===== src/rtl/fifo_pkg.sv =====
// fifo_pkg: shared fifo defaults, clog2 helper and requester index type
package fifo_pkg;
  localparam int DEF_DATA_WIDTH = 32;
  localparam int DEF_FIFO_DEPTH = 16;
  localparam int DEF_NUM_REQ = 4;
  function automatic int clog2(input int n);
    int r;
    r = 0;
    for (int v = 1; v < n; v = v * 2) r++;
    return r;
  endfunction
  typedef logic [clog2(DEF_NUM_REQ)-1:0] req_idx_t;
endpackage


===== src/rtl/fifo_write_arbiter_rr_priority_picker.sv =====
// rr_priority_picker: one-hot pick of the first set request after the last winner, with wrap
module rr_priority_picker import fifo_pkg::*; #(
  parameter int N = DEF_NUM_REQ,
  parameter int IW = clog2(DEF_NUM_REQ)
) (
  input  logic [N-1:0]  req,
  input  logic [IW-1:0] last,
  output logic [N-1:0]  grant,
  output logic [IW-1:0] idx
);
  logic [IW-1:0] j;
  always_comb begin
    grant = '0;
    idx = '0;
    j = '0;
    for (int k = N; k >= 1; k--) begin
      j = IW'((int'(last) + k) % N);
      if (req[j]) begin
        grant = N'(1) << j;
        idx = j;
      end
    end
  end
endmodule


===== src/rtl/fifo_write_arbiter.sv =====
// fifo_write_arbiter: round-robin sharing of the fifo write port with local occupancy tracking
module fifo_write_arbiter import fifo_pkg::*; #(
  parameter int NUM_REQ = DEF_NUM_REQ,
  parameter int DATA_WIDTH = DEF_DATA_WIDTH,
  parameter int FIFO_DEPTH = DEF_FIFO_DEPTH,
  parameter int LVL_W = clog2(FIFO_DEPTH + 1)
) (
  input  logic                          clk,
  input  logic                          rst,
  input  logic                          clk_en,
  input  logic [NUM_REQ-1:0]            req,
  input  logic [NUM_REQ*DATA_WIDTH-1:0] req_data,
  output logic [NUM_REQ-1:0]            grant,
  output logic                          write_request,
  output logic [DATA_WIDTH-1:0]         write_data,
  input  logic                          full,
  input  logic                          empty,
  input  logic                          read_request,
  output logic [LVL_W-1:0]              level
);
  localparam int IW = clog2(NUM_REQ);
  logic [IW-1:0] last, idx;
  logic [NUM_REQ-1:0] pick;
  logic space, xfer, rd_seen;
  rr_priority_picker #(.N(NUM_REQ), .IW(IW)) u_pick (
    .req(req),
    .last(last),
    .grant(pick),
    .idx(idx)
  );
  always_comb begin
    space = (level < LVL_W'(FIFO_DEPTH)) && !full;
    grant = (clk_en && space && !rst) ? pick : '0;
    xfer = |grant;
    rd_seen = read_request && !empty && (level != '0);
  end
  always_ff @(posedge clk) begin
    if (rst) begin
      write_request <= 1'b0;
      write_data <= '0;
      level <= '0;
      last <= IW'(NUM_REQ - 1);
    end else if (clk_en) begin
      write_request <= xfer;
      if (xfer) begin
        write_data <= req_data[idx*DATA_WIDTH +: DATA_WIDTH];
        last <= idx;
      end
      level <= level + LVL_W'(xfer) - LVL_W'(rd_seen);
    end
  end
endmodule


===== config.mk =====
export PLATFORM = sky130hd
export DESIGN_NAME = fifo_write_arbiter
export DESIGN_NICKNAME = d
export VERILOG_FILES = /design/src/rtl/fifo_pkg.sv /design/src/rtl/fifo_write_arbiter_rr_priority_picker.sv /design/src/rtl/fifo_write_arbiter.sv
export SDC_FILE = /design/constraint.sdc
export NUM_CORES = 1
export LEC_CHECK = 0
export BUFFER_PORTS_ARGS = -buffer_cell sky130_fd_sc_hd__clkbuf_2
export CAP_MARGIN = 0
export CORE_ASPECT_RATIO = 0.5
export CORE_MARGIN = 8
export CORE_UTILIZATION = 44
export CTS_CLUSTER_SIZE = 28
export DETAILED_ROUTE_END_ITERATION = 10
export PLACE_DENSITY = 0.81
export SLEW_MARGIN = 15
export SYNTH_ARGS = -nofsm -noshare
export SYNTH_HDL_FRONTEND = slang
export SYNTH_SLANG_ARGS = --single-unit

===== constraint.sdc =====
create_clock -name clk -period 5.15 [get_ports clk]
set_clock_uncertainty 0.15 [all_clocks]
set_input_delay 0.515 -clock clk [delete_from_list [all_inputs] [get_ports clk]]
set_output_delay 0.515 -clock clk [all_outputs]
set_load 0.1 [all_outputs]

; Word level (Yosys, flattened, before mapping)
; Index checks and enable logic that the tools add are counted.
[word_totals]
regBits = 40
in_bits = 138
word_cells = 48
out_inout_bits = 42
[op_classes]
reduce_logical = 11
order_cmp = 5
n_mux = 17
n_addsub = 6
shift = 5
[op_table]
columns = op, n
row1 = $shiftx A128 B8 Y32, 1
row2 = $mux W4, 5
row3 = $shl A1 B2 Y4 const A, 4
row4 = $lt A2 B3 Y1 const B, 4
row5 = $bmux W1 S2, 4
row6 = $mux W2, 4
row7 = $add A5 B1 Y5, 1
row8 = $logic_and A1 B1 Y1, 5
row9 = $lt A5 B5 Y1 const B, 1
row10 = $reduce_bool A5 Y1, 1
row11 = $sub A5 B1 Y5, 1
row12 = $add A2 B1 Y2 const B, 2
row13 = $add A2 B2 Y2 const B, 2
row14 = $mux W1, 4
row15 = $reduce_or A4 Y1, 1
row16 = $logic_not A1 Y1, 3
row17 = $reduce_and A2 Y1, 1

; Depth between registers and ports, before layout
[logic_depth]
word_depth = 11
ltp_mapped = 21
depth_no_buf = 18

; Cells and area by module
; From an unflattened synthesis, not the netlist that was laid out.
[unflattened]
cells_unflattened = 299
hier_area_um2 = 2871.5
[modules_own_cells]
columns = module, n_inst, cells_per_inst, seq_area_each_um2, area_each_um2
row1 = fifo_write_arbiter, 1, 242, 800.8, 2446.1
row2 = rr_priority_picker, 1, 57, 0.0, 425.4

; Worst setup path after synthesis
; OpenSTA, ideal clock, no wires.
[synth_timing]
kind = reg2reg
startpoint = register last[0]
endpoint = register level[4]
t_arrival_ns = 6.642
required_time_ns = 4.933
path_stages_with_launch = 22
setup_ns = 0.067
period_less_slack_ns = 6.859
slack_ns = -1.709
path_buffers = 3
path_cell_list = dfxtp_1 -> buf_4 -> inv_2 -> ha_1 -> buf_6 -> mux4_2 -> nor2b_4 -> nand3_1 -> a311oi_1 -> nor4_4 -> buf_2 -> ha_1 -> inv_1 -> ha_1 -> fa_1 -> a21oi_1 -> nor2_1 -> nor2_1 -> xnor2_1 -> nand2_1 -> xor2_1 -> nor2_1
[synth_between]
elab_chain_len = 11
word_cells_on_any_way = 24
cone_classes = add/sub: 6 / shift: 4 / mux: 13 / reduce/logical: 1
[synth_rtl]
columns = item, line
row1 = start: declaration, fifo_write_arbiter.sv:22  ; logic [IW-1:0] last, idx;
row2 = start signal: assignment, fifo_write_arbiter.sv:42  ; last <= IW'(NUM_REQ - 1);
row3 = start signal: assignment, fifo_write_arbiter.sv:47  ; last <= idx;
row4 = $add A2 B1 Y2, fifo_write_arbiter_rr_priority_picker.sv:17  ; j = IW'((int'(last) + k) % N);
row5 = $bmux W1 S2, fifo_write_arbiter_rr_priority_picker.sv:18  ; if (req[j]) begin
row6 = $mux W1 (implied by the code), fifo_write_arbiter_rr_priority_picker.sv:18
row7 = $mux W4 (3 in series), fifo_write_arbiter_rr_priority_picker.sv:18
row8 = $mux W4 *, fifo_write_arbiter_rr_priority_picker.sv:18
row9 = $mux W4 *, fifo_write_arbiter.sv:33  ; grant = (clk_en && space && !rst) ? pick : '0;
row10 = net grant[0], fifo_write_arbiter.sv:13  ; output logic [NUM_REQ-1:0] grant,
row11 = $reduce_or A4 Y1 *, fifo_write_arbiter.sv:34  ; xfer = |grant;
row12 = $add A5 B1 Y5 *, fifo_write_arbiter.sv:49  ; level <= level + LVL_W'(xfer) - LVL_W'(rd_seen);
row13 = $sub A5 B1 Y5 *, fifo_write_arbiter.sv:49
row14 = end signal: assignment, fifo_write_arbiter.sv:49
row15 = end: declaration, fifo_write_arbiter.sv:19  ; output logic [LVL_W-1:0] level
; Mark *: on every way through the listed nets, which the timed path passes. The rest lies on a longest branch. The select of a mux whose other input is x is not followed.
; A chain may end at the register's enable or synchronous reset.

; Final worst setup path
[layout_timing]
startpoint = register last[1]
endpoint = register level[4]
[layout_between]
elab_chain_len = 11
word_cells_on_any_way = 24
cone_classes = add/sub: 6 / shift: 4 / mux: 13 / reduce/logical: 1
[layout_rtl]
columns = item, line
row1 = $add A2 B1 Y2, fifo_write_arbiter_rr_priority_picker.sv:17
row2 = $bmux W1 S2, fifo_write_arbiter_rr_priority_picker.sv:18
row3 = $mux W1 (implied by the code), fifo_write_arbiter_rr_priority_picker.sv:18
row4 = $mux W4 (3 in series), fifo_write_arbiter_rr_priority_picker.sv:18
row5 = $mux W4 *, fifo_write_arbiter_rr_priority_picker.sv:18
row6 = $mux W4 *, fifo_write_arbiter.sv:33
row7 = $reduce_or A4 Y1 *, fifo_write_arbiter.sv:34
row8 = $add A5 B1 Y5 *, fifo_write_arbiter.sv:49
row9 = $sub A5 B1 Y5 *, fifo_write_arbiter.sv:49
; Every way passes the cells marked *; elsewhere a longest branch is shown, timed or not. The select of a mux whose other input is x is not followed.

==> impl_summary.log <==
[metrics] Net count, final: between 700 and 800
[metrics] largest area contributor in the netlist: sky130_fd_sc_hd__dfxtp_1
[metrics] core utilization of the finished layout: 0.614
[metrics] portion of synthesized cell area occupied by the leading cell type: 0.267
[metrics] number of antenna violations at the first check in global routing: 0
[metrics] number of warnings issued by yosys: 0
[metrics] total global routing overflow: 0
[metrics] Rows: 21
[metrics] Worst EP required: 5150 ps
[metrics] final weighted congestion in routability-driven placement: 0.874
[metrics] Top FF cell, synth: sky130_fd_sc_hd__dfxtp_1
[metrics] ratio of cells with drive above 1 in the final layout: 0.379
[metrics] WL per Instance: 15.7 microns
[metrics] share of total power consumed by net switching: 0.602
[metrics] placed instance area: between 3000 and 4000 sq um
[metrics] RSZ-0062 raised after global routing: no
[metrics] I/O pin cnt: 180
[metrics] worst min-delay path category: reg -> reg
[metrics] Peak supply drop: 0.417 mV
[metrics] length of the first detailed-routing pass in iterations: 5
[metrics] FF+latch count, synth: 40
[metrics] TritonCTS clock tree: yes
[metrics] Final Setup Violations: 0
[metrics] maximum fanout along the worst path: 13
[metrics] Clock Latency Late Sink: 270 ps
[metrics] classification of the worst setup path: reg -> reg
[metrics] number of nets produced by synthesis: roughly 550
[metrics] Unique masters post-synth: 39
[metrics] measured slew at the worst slew-check pin: 1110 ps
[metrics] clock tree root buffer cell: sky130_fd_sc_hd__clkbuf_16
[metrics] cell count after synthesis: 403
[metrics] y dimension of the die: 74.4 microns
[metrics] crit end category: flop
[metrics] total of cells resized after clock tree synthesis: 0
[metrics] number of inserted filler cells in the final layout: between 600 and 700
[metrics] count of pins over their slew limit: 0
[metrics] DRC viols: 0
[metrics] Num CTS Buffers: 5
[metrics] highest attainable clock frequency: 218 MHz
[metrics] number of levels the H-tree was split into: 2
[metrics] reported leakage power: 1.94 nW
[metrics] Pwr Total: 2.90 mW
[metrics] total track usage: 0.192
[metrics] combinational cell fraction of total power: 0.726
[metrics] proportion of synthesized flip-flops having asynchronous set or reset: 0
[metrics] arrival time of data at the critical path endpoint: 4590 ps
[metrics] post-CTS clock slew at the launch and capture registers of the worst setup and hold paths: around 60 ps
[metrics] initial cell density of the core: 0.451
[metrics] part of the power in registers: 0.168
[metrics] mean cell area of the mapped netlist: between 7 and 8 sq um
[metrics] die area: 9870 sq um
[metrics] Post-Route Setup TNS: 0 ps
[metrics] buffer count from post-CTS setup fixing: 0
[metrics] final critical delay including setup and external delays: roughly 4600 ps
[metrics] kind of start point of the critical path: flop
[metrics] clock tree buffer depth: 2
[metrics] normalized max-slew margin: 0.260
[metrics] hold buffer count at cts: 0
[metrics] final wirelength: 10200 microns
[metrics] total count of hold-check failures in the final report: 0
[metrics] part of the total power dissipated in the clock network: 0.106
[metrics] count of antenna diodes in the layout: 0
[metrics] largest cells by area after synthesis: sky130_fd_sc_hd__dfxtp_1, sky130_fd_sc_hd__a21oi_1, sky130_fd_sc_hd__nand2_1, sky130_fd_sc_hd__a221o_1, sky130_fd_sc_hd__ha_1
[metrics] sequential cell area: 802 sq um
[metrics] count of port buffers added during placement: 179
[metrics] wire length of the first global-routing pass: around 16000 microns
[metrics] Cell Int Power: around 1.2 mW
[metrics] area of the core region: 6650 sq um
[metrics] final period utilization: 0.891
[metrics] 1st-iter DRT viols: roughly 340
[metrics] overall via count from detail_route: 3594
[metrics] reported net switching power: 1.75 mW
[metrics] detailed-route vias per instance: 5.52
[metrics] Seq/Total Area, Yosys: 0.267
[metrics] # Max-Cap Violations: 0
[metrics] combined area of all synthesized cells: 3000 sq um
[metrics] number of synthesized flops with an enable pin: 0
[metrics] outcome: completed
[metrics] footprint of the multi-input gates: 2050 sq um
[metrics] vias in the first global route: 3254
[metrics] die outline width: 133 microns
[metrics] hpwl dp: 7730 microns
[metrics] Cell Pwr Density: 711 nW/um^2
[metrics] area added between synthesis and finish: 36.0%
[metrics] number of nets with antenna violations after routing: 0
[metrics] number of sinks on the clock net: 40
[metrics] pin count of the biggest net entering global routing: 69
[metrics] Layout Cell Area excl Fill: 4080 sq um
[cell families after synthesis]
logic type / Yosys count / synth area share
simple gates: 135 / 0.196
buf+inv: 44 / 0.0743
fa+ha+maj: 13 / 0.0567
compound gates: 152 / 0.325
mux: 15 / 0.0684
xor+xnor: 4 / 0.0117
flops: 40 / 0.267
[critical path, cell delays in order (launching register included)]
cell and delay (ps):
sky130_fd_sc_hd__dfxtp_1 630, sky130_fd_sc_hd__inv_1 180, sky130_fd_sc_hd__ha_1 510, sky130_fd_sc_hd__mux4_2 580
sky130_fd_sc_hd__nor2b_4 190, sky130_fd_sc_hd__nand3_1 150, sky130_fd_sc_hd__a311oi_4 400, sky130_fd_sc_hd__nor4_4 80
sky130_fd_sc_hd__ha_1 280, sky130_fd_sc_hd__inv_1 40, sky130_fd_sc_hd__ha_1 190, sky130_fd_sc_hd__fa_1 400
sky130_fd_sc_hd__a21oi_1 150, sky130_fd_sc_hd__nor2_1 50, sky130_fd_sc_hd__nor2_1 100, sky130_fd_sc_hd__xnor2_1 120
sky130_fd_sc_hd__nand2_1 80, sky130_fd_sc_hd__xor2_1 130, sky130_fd_sc_hd__nor2_1 50
[path summary, 6_finish.rpt]
check	startpoint	depth (start not counted)	to	slack, ps
setup / recovery	last[1]	18	level[4]	560
hold / removal	write_data[26]	2	write_data[26]	300
setup reg to reg	last[1]	18	level[4]	560
hold reg to reg	write_data[26]	2	write_data[26]	300
[layer usage]
layer | track usage | part of all wire | vias up
met5 | 0 | 0 | -
met4 | 0.0486 | 0.012 | 0
met3 | 0.0425 | 0.055 | 15
met2 | 0.349 | 0.51 | 130
met1 | 0.230 | 0.42 | 1683
li1 | - | - | 1766
[flip-flops by register name (all words and copies together), names as in the netlist]
register / cells
last: 2
level: 5
write_data: 32
write_request: 1
[cell usage in the layout (no fill, tap or decap), types with 2 or more instances in the layout]
| cell | instances |
|---|---|
| sky130_fd_sc_hd__clkbuf_2 | 179 |
| sky130_fd_sc_hd__a21oi_1 | 101 |
| sky130_fd_sc_hd__nand2_1 | 97 |
| sky130_fd_sc_hd__dfxtp_1 | 39 |
| sky130_fd_sc_hd__a221o_1 | 32 |
| sky130_fd_sc_hd__nor2_1 | 12 |
| sky130_fd_sc_hd__ha_1 | 12 |
| sky130_fd_sc_hd__inv_1 | 7 |
| sky130_fd_sc_hd__mux2i_1 | 7 |
| sky130_fd_sc_hd__a211oi_1 | 6 |
| sky130_fd_sc_hd__and3_1 | 5 |
| sky130_fd_sc_hd__nand3_1 | 5 |
| sky130_fd_sc_hd__clkbuf_16 | 5 |
| sky130_fd_sc_hd__buf_4 | 5 |
| sky130_fd_sc_hd__o211ai_1 | 4 |
| sky130_fd_sc_hd__nor2b_1 | 4 |
| sky130_fd_sc_hd__a311oi_4 | 4 |
| sky130_fd_sc_hd__mux2_4 | 3 |
| sky130_fd_sc_hd__xnor2_1 | 3 |
| sky130_fd_sc_hd__mux2_2 | 2 |
| sky130_fd_sc_hd__mux4_2 | 2 |
| sky130_fd_sc_hd__nand2b_1 | 2 |
| sky130_fd_sc_hd__clkinv_2 | 2 |
[power groups by stage]
stage	Sequential (mW)	Clock [mW]	Combinational, mW
6_report	0.487	0.307	2.11
5_1_grt	0.501	0.336	2.26
4_1_cts	0.487	0.318	2.10
3_5_place_dp	0.492	0	2.10
3_3_place_gp	0.487	0	2.08
2_1_floorplan	1.14	0	1.13
[layout make-up]
| class | instances | area share |
|---|---|---|
| multi-input cells | 319 | 0.502 |
| repair buffers | 184 | 0.229 |
| well taps | 92 | 0.0282 |
| clock buffers | 6 | 0.0340 |
| inverters | 8 | 0.00736 |
| clock inverters | 2 | 0.00245 |
| flip-flops and latches | 40 | 0.197 |
[through the flow]
stage	setup slack (ps)	instances	hold slack [ps]
4_1_cts	586	651	301
3_5_place_dp	587	643	293
2_1_floorplan	33.0	403	547
5_1_grt	265	651	313
6_report	560	651	299
3_3_place_gp	719	643	287
[Yosys cell counts, drive strengths merged (2+ instances only)]
library cell	n
a21oi	101
nand2	98
dfxtp	40
a221o	32
clkbuf	23
buf	13
ha	12
nor2	12
inv	8
mux2i	8
a211oi	6
a311oi	5
and3	5
mux2	5
nand3	5
nor2b	5
o211ai	4
xnor2	3
and2	2
mux4	2
nand2b	2
(Power assumes the default switching activity.)
